`config.mk`:
```
export PLATFORM = sky130hd
export DESIGN_NAME = booth_encoder_seq
export DESIGN_NICKNAME = d
export VERILOG_FILES = /design/src/rtl/booth_pkg.sv /design/src/rtl/booth_digit_encoder.sv /design/src/rtl/booth_encoder_seq.sv
export SDC_FILE = /design/constraint.sdc
export NUM_CORES = 1
export LEC_CHECK = 0
export ABC_AREA = 1
export BUFFER_PORTS_ARGS = -buffer_cell sky130_fd_sc_hd__buf_2
export CELL_PAD_IN_SITES_DETAIL_PLACEMENT = 1
export CELL_PAD_IN_SITES_GLOBAL_PLACEMENT = 1
export CORE_AREA = 8 8 88 90
export CTS_BUF_LIST = sky130_fd_sc_hd__clkbuf_16
export DETAILED_ROUTE_END_ITERATION = 8
export DIE_AREA = 0 0 96 98
export PLACE_DENSITY_LB_ADDON = 0.1
export SYNTH_ARGS = -nofsm -noshare
export SYNTH_HDL_FRONTEND = slang
export SYNTH_SLANG_ARGS = --single-unit
```
`constraint.sdc`:
```
create_clock -name clk -period 1.8 [get_ports clk]
set_clock_uncertainty 0.1 [all_clocks]
set_input_delay 0.18 -clock clk [delete_from_list [all_inputs] [get_ports clk]]
set_output_delay 0.18 -clock clk [all_outputs]
set_load 0.01 [all_outputs]
```
`src/rtl/booth_pkg.sv`:
```
// Shared types and the radix-4 Booth digit encoding used by the sequential encoder
// and any future parallel encoder array.
package booth_pkg;

  typedef struct packed {
    logic single;
    logic dbl;
    logic neg;
  } booth_digit_t;

  typedef enum logic {
    IDLE,
    EMIT
  } booth_enc_state_t;

  // Triplet is (x[2i+1], x[2i], x[2i-1]); 111 encodes -0, which the consumer nulls via carry.
  function automatic booth_digit_t booth_encode(input logic [2:0] trip);
    booth_digit_t d;
    unique case (trip)
      3'b000:  d = '{single: 1'b0, dbl: 1'b0, neg: 1'b0};
      3'b001:  d = '{single: 1'b1, dbl: 1'b0, neg: 1'b0};
      3'b010:  d = '{single: 1'b1, dbl: 1'b0, neg: 1'b0};
      3'b011:  d = '{single: 1'b0, dbl: 1'b1, neg: 1'b0};
      3'b100:  d = '{single: 1'b0, dbl: 1'b1, neg: 1'b1};
      3'b101:  d = '{single: 1'b1, dbl: 1'b0, neg: 1'b1};
      3'b110:  d = '{single: 1'b1, dbl: 1'b0, neg: 1'b1};
      3'b111:  d = '{single: 1'b0, dbl: 1'b0, neg: 1'b1};
      default: d = '{single: 1'b0, dbl: 1'b0, neg: 1'b0};
    endcase
    return d;
  endfunction

endpackage

```
`src/rtl/booth_digit_encoder.sv`:
```
// Combinational radix-4 Booth digit encoder: one bit triplet in, one {single, dbl, neg} out.
module booth_digit_encoder
  import booth_pkg::*;
(
  input  logic [2:0]   trip_i,
  output booth_digit_t digit_o
);

  always_comb begin
    digit_o = booth_encode(trip_i);
  end

endmodule

```
`src/rtl/booth_encoder_seq.sv`:
```
// Sequential radix-4 Booth encoder: loads one signed N-bit multiplier and streams its N/2
// digits over a valid/ready handshake. Optional feature macro: BOOTH_ZERO_SKIP_EN.
module booth_encoder_seq
  import booth_pkg::*;
#(
  parameter int unsigned N = 32
) (
  input  logic                   clk,
  input  logic                   rst_n,
  input  logic                   in_valid,
  output logic                   in_ready,
  input  logic [N-1:0]           X,
  output logic                   out_valid,
  input  logic                   out_ready,
  output logic                   Single,
  output logic                   Double,
  output logic                   Negative,
  output logic [$clog2(N/2)-1:0] digit_idx,
  output logic                   last
);

  localparam int unsigned D    = N / 2;
  localparam int unsigned IdxW = $clog2(D);
  localparam logic [IdxW-1:0] LastIdx = IdxW'(D - 1);

  booth_enc_state_t state_q, state_d;
  logic [N:0]       sr_q, sr_d;
  logic [IdxW-1:0]  idx_q, idx_d;

  booth_digit_t digit;
  logic         is_last;
  logic         skip;
  logic         valid_int;
  logic         advance;

  booth_digit_encoder u_digit_enc (
    .trip_i  (sr_q[2:0]),
    .digit_o (digit)
  );

  always_comb begin
    is_last = (idx_q == LastIdx);
`ifdef BOOTH_ZERO_SKIP_EN
    // Zero-magnitude digits (including -0) contribute nothing; the final digit is always shown.
    skip = (state_q == EMIT) && !digit.single && !digit.dbl && !is_last;
`else
    skip = 1'b0;
`endif
    valid_int = (state_q == EMIT) && !skip;
    advance   = (valid_int && out_ready) || skip;
  end

  always_comb begin
    state_d = state_q;
    sr_d    = sr_q;
    idx_d   = idx_q;
    unique case (state_q)
      IDLE: begin
        if (in_valid) begin
          sr_d    = {X, 1'b0};
          idx_d   = '0;
          state_d = EMIT;
        end
      end
      EMIT: begin
        if (advance) begin
          sr_d  = {{2{sr_q[N]}}, sr_q[N:2]};
          idx_d = idx_q + IdxW'(1);
          if (is_last) begin
            state_d = IDLE;
          end
        end
      end
      default: state_d = IDLE;
    endcase
  end

  always_ff @(posedge clk or negedge rst_n) begin
    if (!rst_n) begin
      state_q <= IDLE;
      sr_q    <= '0;
      idx_q   <= '0;
    end else begin
      state_q <= state_d;
      sr_q    <= sr_d;
      idx_q   <= idx_d;
    end
  end

  always_comb begin
    in_ready  = (state_q == IDLE);
    out_valid = valid_int;
    Single    = valid_int & digit.single;
    Double    = valid_int & digit.dbl;
    Negative  = valid_int & digit.neg;
    digit_idx = valid_int ? idx_q : '0;
    last      = valid_int & is_last;
  end

endmodule

```
==> results of run 1 <==
==> stage by stage <==
stage	setup slack, ps	hold WS, ps	utilization	std cells	instance area [µm²]
after floorplan	482	-216	-	224	1870
final	140	21.4	0.361	351	2340
after global placement	367	74.9	0.337	341	2190
after CTS	94.5	26.2	0.361	351	2340
after global routing	16.8	38.8	0.361	351	2340
after detailed placement	336	72.3	0.337	341	2190
==> critical path, cell delays in order, from the launching register on <==
cell     delay [ps]
dfrtp_1         430
buf_12          220
nand2_1         110
nor2_1          150
buf_2           160
==> routing by layer <==
metal	wire length, µm	up-vias
li1	-	816
met1	2130	794
met2	2290	25
met3	202	6
met4	70	0
met5	0	-
==> where the power goes <==
part,switching (µW),internal [µW]
sequential,242,1240
combinational,588,566
clock,343,501
==> synthesized netlist by cell type, drive strengths merged <==
master	n
or2	2
clkbuf	2
nand3	30
o21a	27
nand2	80
o211ai	2
ha	3
o22ai	1
buf	11
nand4	2
inv	14
dfrtp	38
nor2	6
o21ai	4
a21oi	2
==> area by class of cell <==
cell class | instances | area, µm² | area share
Timing Repair Buffer | 52 | 308 | 0.131
Tap cell | 80 | 100 | 0.0427
Inverter | 14 | 52.6 | 0.0224
Multi-Input combinational cell | 159 | 795 | 0.339
Clock inverter | 3 | 12.5 | 0.00534
Sequential cell | 38 | 951 | 0.406
Clock buffer | 5 | 125 | 0.0534
==> worst min-delay path by stage <==
| stage | end | slack (ps) | cells after the start |
|---|---|---|---|
| finish | sr_q[30] | 20 | 3 |
| global route | sr_q[30] | 40 | 3 |
| CTS | sr_q[30] | 30 | 3 |
| detailed placement | sr_q[29] | 70 | 1 |
| global placement | sr_q[29] | 70 | 1 |
| floorplan | idx_q[0] | -220 | 0 |
==> logic make-up after synthesis <==
family                   after synthesis
buffers and inverters                 27
flip-flops                            38
adder cells (fa/ha/maj)                3
AO/OA/AOI/OAI                         36
AND/OR/NAND/NOR                      120
==> flip-flops by register name (all words and copies together) (netlist names) <==
name	cells
sr_q	33
idx_q	4
out_valid	1
==> results.sh, run 1 <==
export IMPL_crit_arrival_ps=1380
export IMPL_path_class="reg2out"
export IMPL_finalPower_uw=3480
export IMPL_grt_usage=0.108
export IMPL_synthTopCellsByArea="dfrtp_1 (51%), nand2_1 (16%), o21a_1 (11%)"
export IMPL_rsz0062_at_grt="false"
export IMPL_max_cap_violations=0
export IMPL_clk_latency_ps=280
export IMPL_synth_compound_area_frac=0.136
export IMPL_io_pins=46
export IMPL_cts_tree="built"
export IMPL_h_tree_depth=2
export IMPL_grt_busiest_layer="met2"
export IMPL_cts_buffers=5
export IMPL_setup_viol=0
export IMPL_grt_pass1_wl_mm=8.17
export IMPL_crit_start="out_valid"
export IMPL_die_area_um2=9410
export IMPL_r2r_start="out_valid"
export IMPL_slew_headroom=0.677
export IMPL_grt_antenna_before_repair=0
export IMPL_netlist_area_um2=1870
export IMPL_clkTransAtPathRegs_ps=60
export IMPL_power_leakage_uw=0.00116
export IMPL_place_congestion=0.688
export IMPL_status="finished clean"
export IMPL_worst_pin_slew_ps=485
export IMPL_overflow=0
export IMPL_rows=30
export IMPL_synth_top_family_by_area="simple AND/OR/NAND/NOR gates"
export IMPL_synth_seq_cells=38
export IMPL_firstDrtPassIters=2
export IMPL_grt_max_degree=63
export IMPL_grt_use_met3=0.0322
export IMPL_routed_via_density=4.68
export IMPL_vdd_drop_max_mv=0.435
export IMPL_nets=309
export IMPL_diodes=0
export IMPL_path_max_fanout=38
export IMPL_min_period_over_period=0.922
export IMPL_hold_class="in2reg"
export IMPL_fin_tns_setup_ps=0
export IMPL_yosys_warnings=0
export IMPL_drc=0
export IMPL_max_freq_mhz=602
export IMPL_num_fill_cells=809
export IMPL_dr_first_iter_drc_count=58
export IMPL_synth_simple_area_share=0.269
export IMPL_cts_sinks=38
export IMPL_yosys_area_top_type_share=0.508
export IMPL_die_h_um=98
export IMPL_setup_worst_path_end="last"
export IMPL_drv_slew=0
export IMPL_wl_mm=4.69
export IMPL_cts_root_buffer="clkbuf_16"
export IMPL_grt_pass1_vias=1738
export IMPL_holdBufCountCts=2
export IMPL_drive_gt1_frac=0.225
export IMPL_met1_usage=0.127
export IMPL_cp_end_kind="primary output"
export IMPL_die_width_um=96
export IMPL_routedWlPerCell_um=13.4
export IMPL_io_buffer_count=45
export IMPL_r2r_end="idx_q[2]"
export IMPL_via_count=1641
export IMPL_cts_setup_buffers=0
export IMPL_synth_area_mux_share=0
export IMPL_final_cell_mix="nand2_1 (78), buf_2 (45), dfrtp_1 (38)"
export IMPL_cts_repair_resized=0
export IMPL_synth_xor_area_share=0
export IMPL_ant_nets=0
export IMPL_finalHoldViolCount=0
export IMPL_crit_required_ps=1520
export IMPL_pwr_density_cell_nw_per_um2=1480
export IMPL_worst_r2r_setup_slack_ps=310
export IMPL_place_hpwl_mm=3.24
export IMPL_max_clock_path_buffers=2
export IMPL_synth_adder_area_share=0.0201
export IMPL_avgSynthCellArea_um2=8.35
export IMPL_finalWorstPathRequiredPeriod_ps=1660
export IMPL_synthToLayoutAreaGrowth_pct=25.3
export IMPL_initial_core_util=0.288
export IMPL_ys_types=19
export IMPL_synth_area_leader_cell="dfrtp_1"
export IMPL_hp_start="X[29]"
export IMPL_gr_usage_met2=0.179
export IMPL_final_common_cell="nand2_1"
export IMPL_synth_sequential_area_ratio=0.508
export IMPL_synth_fp_nets=263
export IMPL_syn_inst=224
export IMPL_r2r_cells=6
export IMPL_crit_path_start_kind="flip-flop"
export IMPL_core_um2=6490
Note: power is estimated with default switching activity, not from simulation.
==> run 2, diff against run 1 <==
--- a/config.mk
+++ b/config.mk
@@ -9,10 +9,10 @@
 export BUFFER_PORTS_ARGS = -buffer_cell sky130_fd_sc_hd__buf_2
 export CELL_PAD_IN_SITES_DETAIL_PLACEMENT = 1
 export CELL_PAD_IN_SITES_GLOBAL_PLACEMENT = 1
-export CORE_AREA = 8 8 88 90
+export CORE_AREA = 8 8 111 73
 export CTS_BUF_LIST = sky130_fd_sc_hd__clkbuf_16
 export DETAILED_ROUTE_END_ITERATION = 8
-export DIE_AREA = 0 0 96 98
+export DIE_AREA = 0 0 119 81
 export PLACE_DENSITY_LB_ADDON = 0.1
 export SYNTH_ARGS = -nofsm -noshare
 export SYNTH_HDL_FRONTEND = slang
==> run 2 against run 1 <==
Net effect: non-clock buffer count did not move; wire length rose by 6.5%; cell count rose by 2.0%; hold slack improved by 6.2 ps; combinational power rose by 3%; sequential power barely moved; setup slack improved by 63 ps; design area rose by 3.1%; die area rose by 2.5%; critical path depth did not move; global-route usage rose by 0.33 points; core utilization rose by 1.6 points.
==> results.sh, run 2 (same netlist as run 1, synthesis figures left out) <==
export IMPL_gr_usage_met2=0.151
export IMPL_max_cap_violations=0
export IMPL_combinationalPowerShare=0.313
export IMPL_crit_family="flip-flops"
export IMPL_dpl_cell_area_um2=2210
export IMPL_clkTransAtPathRegs_ps=60
export IMPL_path_max_fanout=39
export IMPL_met1_usage=0.158
export IMPL_io_pins=46
export IMPL_switching_share=0.317
export IMPL_clkPwrFrac=0.298
export IMPL_status="finished clean"
export IMPL_place_hpwl_mm=3.54
export IMPL_cp_slowest_cell="dfrtp_1"
export IMPL_cp_cell_sequence="buf_12 > nand2_1 > nor2_1 > buf_2"
export IMPL_nets=309
export IMPL_grt_use_met3=0.0374
export IMPL_cp_end_kind="primary output"
export IMPL_cts_sinks=38
export IMPL_hold_end="sr_q[31]"
export IMPL_io_buffer_count=45
export IMPL_die_area_um2=9640
export IMPL_pwr_density_cell_nw_per_um2=1580
export IMPL_top_register="sr_q"
export IMPL_grt_usage=0.112
export IMPL_grt_busiest_layer="met1"
export IMPL_cts_buffers=5
export IMPL_cts_root_buffer="clkbuf_16"
export IMPL_h_tree_depth=2
export IMPL_crit_arrival_ps=1320
export IMPL_hold_path_cell_count=3
export IMPL_r2r_start="out_valid"
export IMPL_max_clock_path_buffers=2
export IMPL_crit_required_ps=1520
export IMPL_power_leakage_uw=0.00119
export IMPL_r2r_end="idx_q[2]"
export IMPL_crit_path_start_kind="flip-flop"
export IMPL_slew_headroom=0.712
export IMPL_routedWlPerCell_um=14.0
export IMPL_cp_num_buf_inv=2
export IMPL_min_period_over_period=0.887
export IMPL_max_freq_mhz=626
export IMPL_rows=23
export IMPL_vdd_drop_max_mv=0.423
export IMPL_rsz0062_at_grt="false"
export IMPL_synthToLayoutAreaGrowth_pct=29.2
export IMPL_routed_via_density=4.43
export IMPL_firstDrtPassIters=4
export IMPL_intPower_uw=2610
export IMPL_initial_core_util=0.291
export IMPL_ant_nets=0
export IMPL_overflow=0
export IMPL_power_frac_seq=0.389
export IMPL_via_count=1585
export IMPL_largest_register_ffs=33
export IMPL_worst_r2r_setup_slack_ps=360
export IMPL_core_um2=6420
export IMPL_fin_tns_setup_ps=0
export IMPL_holdBufCountCts=2
export IMPL_grt_antenna_before_repair=0
export IMPL_grt_pass1_wl_mm=8.55
export IMPL_fin_area_um2=2420
export IMPL_drv_slew=0
export IMPL_die_width_um=119
export IMPL_fin_util=0.376
export IMPL_max_stage_delay_ps=410
export IMPL_grt_max_degree=63
export IMPL_place_congestion=0.731
export IMPL_drive_gt1_frac=0.229
export IMPL_clk_latency_ps=280
export IMPL_finalPower_uw=3820
export IMPL_drc=0
export IMPL_cts_setup_buffers=0
export IMPL_setup_ws_ps=203
export IMPL_finalWorstPathRequiredPeriod_ps=1600
export IMPL_worst_pin_slew_ps=433
export IMPL_r2r_cells=6
export IMPL_pre_cts_slack_ps=355
export IMPL_hp_start="X[30]"
export IMPL_final_cell_mix="nand2_1 (78), buf_2 (45), dfrtp_1 (38)"
export IMPL_diodes=0
export IMPL_hold_class="in2reg"
export IMPL_switching_power_uw=1210
export IMPL_grt_pass1_vias=1677
export IMPL_cts_repair_resized=0
export IMPL_finalHoldViolCount=0
export IMPL_wl_mm=5.00
export IMPL_cts_tree="built"
export IMPL_setup_viol=0
export IMPL_path_class="reg2out"
export IMPL_dr_first_iter_drc_count=85
export IMPL_final_common_cell="nand2_1"
export IMPL_die_h_um=81
run 2: through the flow:
stage	instances	hold WS, ps
2_1_floorplan	224	-216
3_3_place_gp	348	47.3
3_5_place_dp	348	58.4
4_1_cts	358	24.6
5_1_grt	358	41.9
6_report	358	27.6
run 2: worst max-delay path by stage:
stage	from	to	slack [ps]	cells after the start
after floorplan	out_valid	Double	480	4
after global placement	out_valid	idx_q[2]	390	6
after detailed placement	out_valid	sr_q[30]	360	6
after CTS	out_valid	last	170	4
after global routing	out_valid	last	50	4
final	out_valid	last	200	4
run 2: worst register-to-register path: stages (launching register included):
cell	delay [ps]
dfrtp_1	410
nand2_1	130
nand2_2	110
buf_12	250
inv_1	170
nand2_1	80
o21ai_0	70
run 2: power by group through the flow:
stage	sequential, µW	clock [µW]	combinational (µW)
2_1_floorplan	1430	0	873
3_3_place_gp	1490	0	1190
3_5_place_dp	1500	0	1220
4_1_cts	1490	1160	1230
5_1_grt	1540	1210	1380
6_report	1490	1140	1190
run 2: cell type report:
cell class | instances | area [µm²]
fill | 777 | 4000
multi-input combinational | 159 | 795
sequential | 38 | 951
inverter | 14 | 52.6
tap | 87 | 109
timing repair buffer | 52 | 320
clock inverter | 3 | 63.8
clock buffer | 5 | 125
run 2: routing by layer:
layer | up-vias | part of all wire | wire length (µm)
li1 | 822 | - | -
met1 | 723 | 0.56 | 2780
met2 | 32 | 0.38 | 1890
met3 | 8 | 0.049 | 245
met4 | 0 | 0.016 | 78
met5 | - | 0 | 0
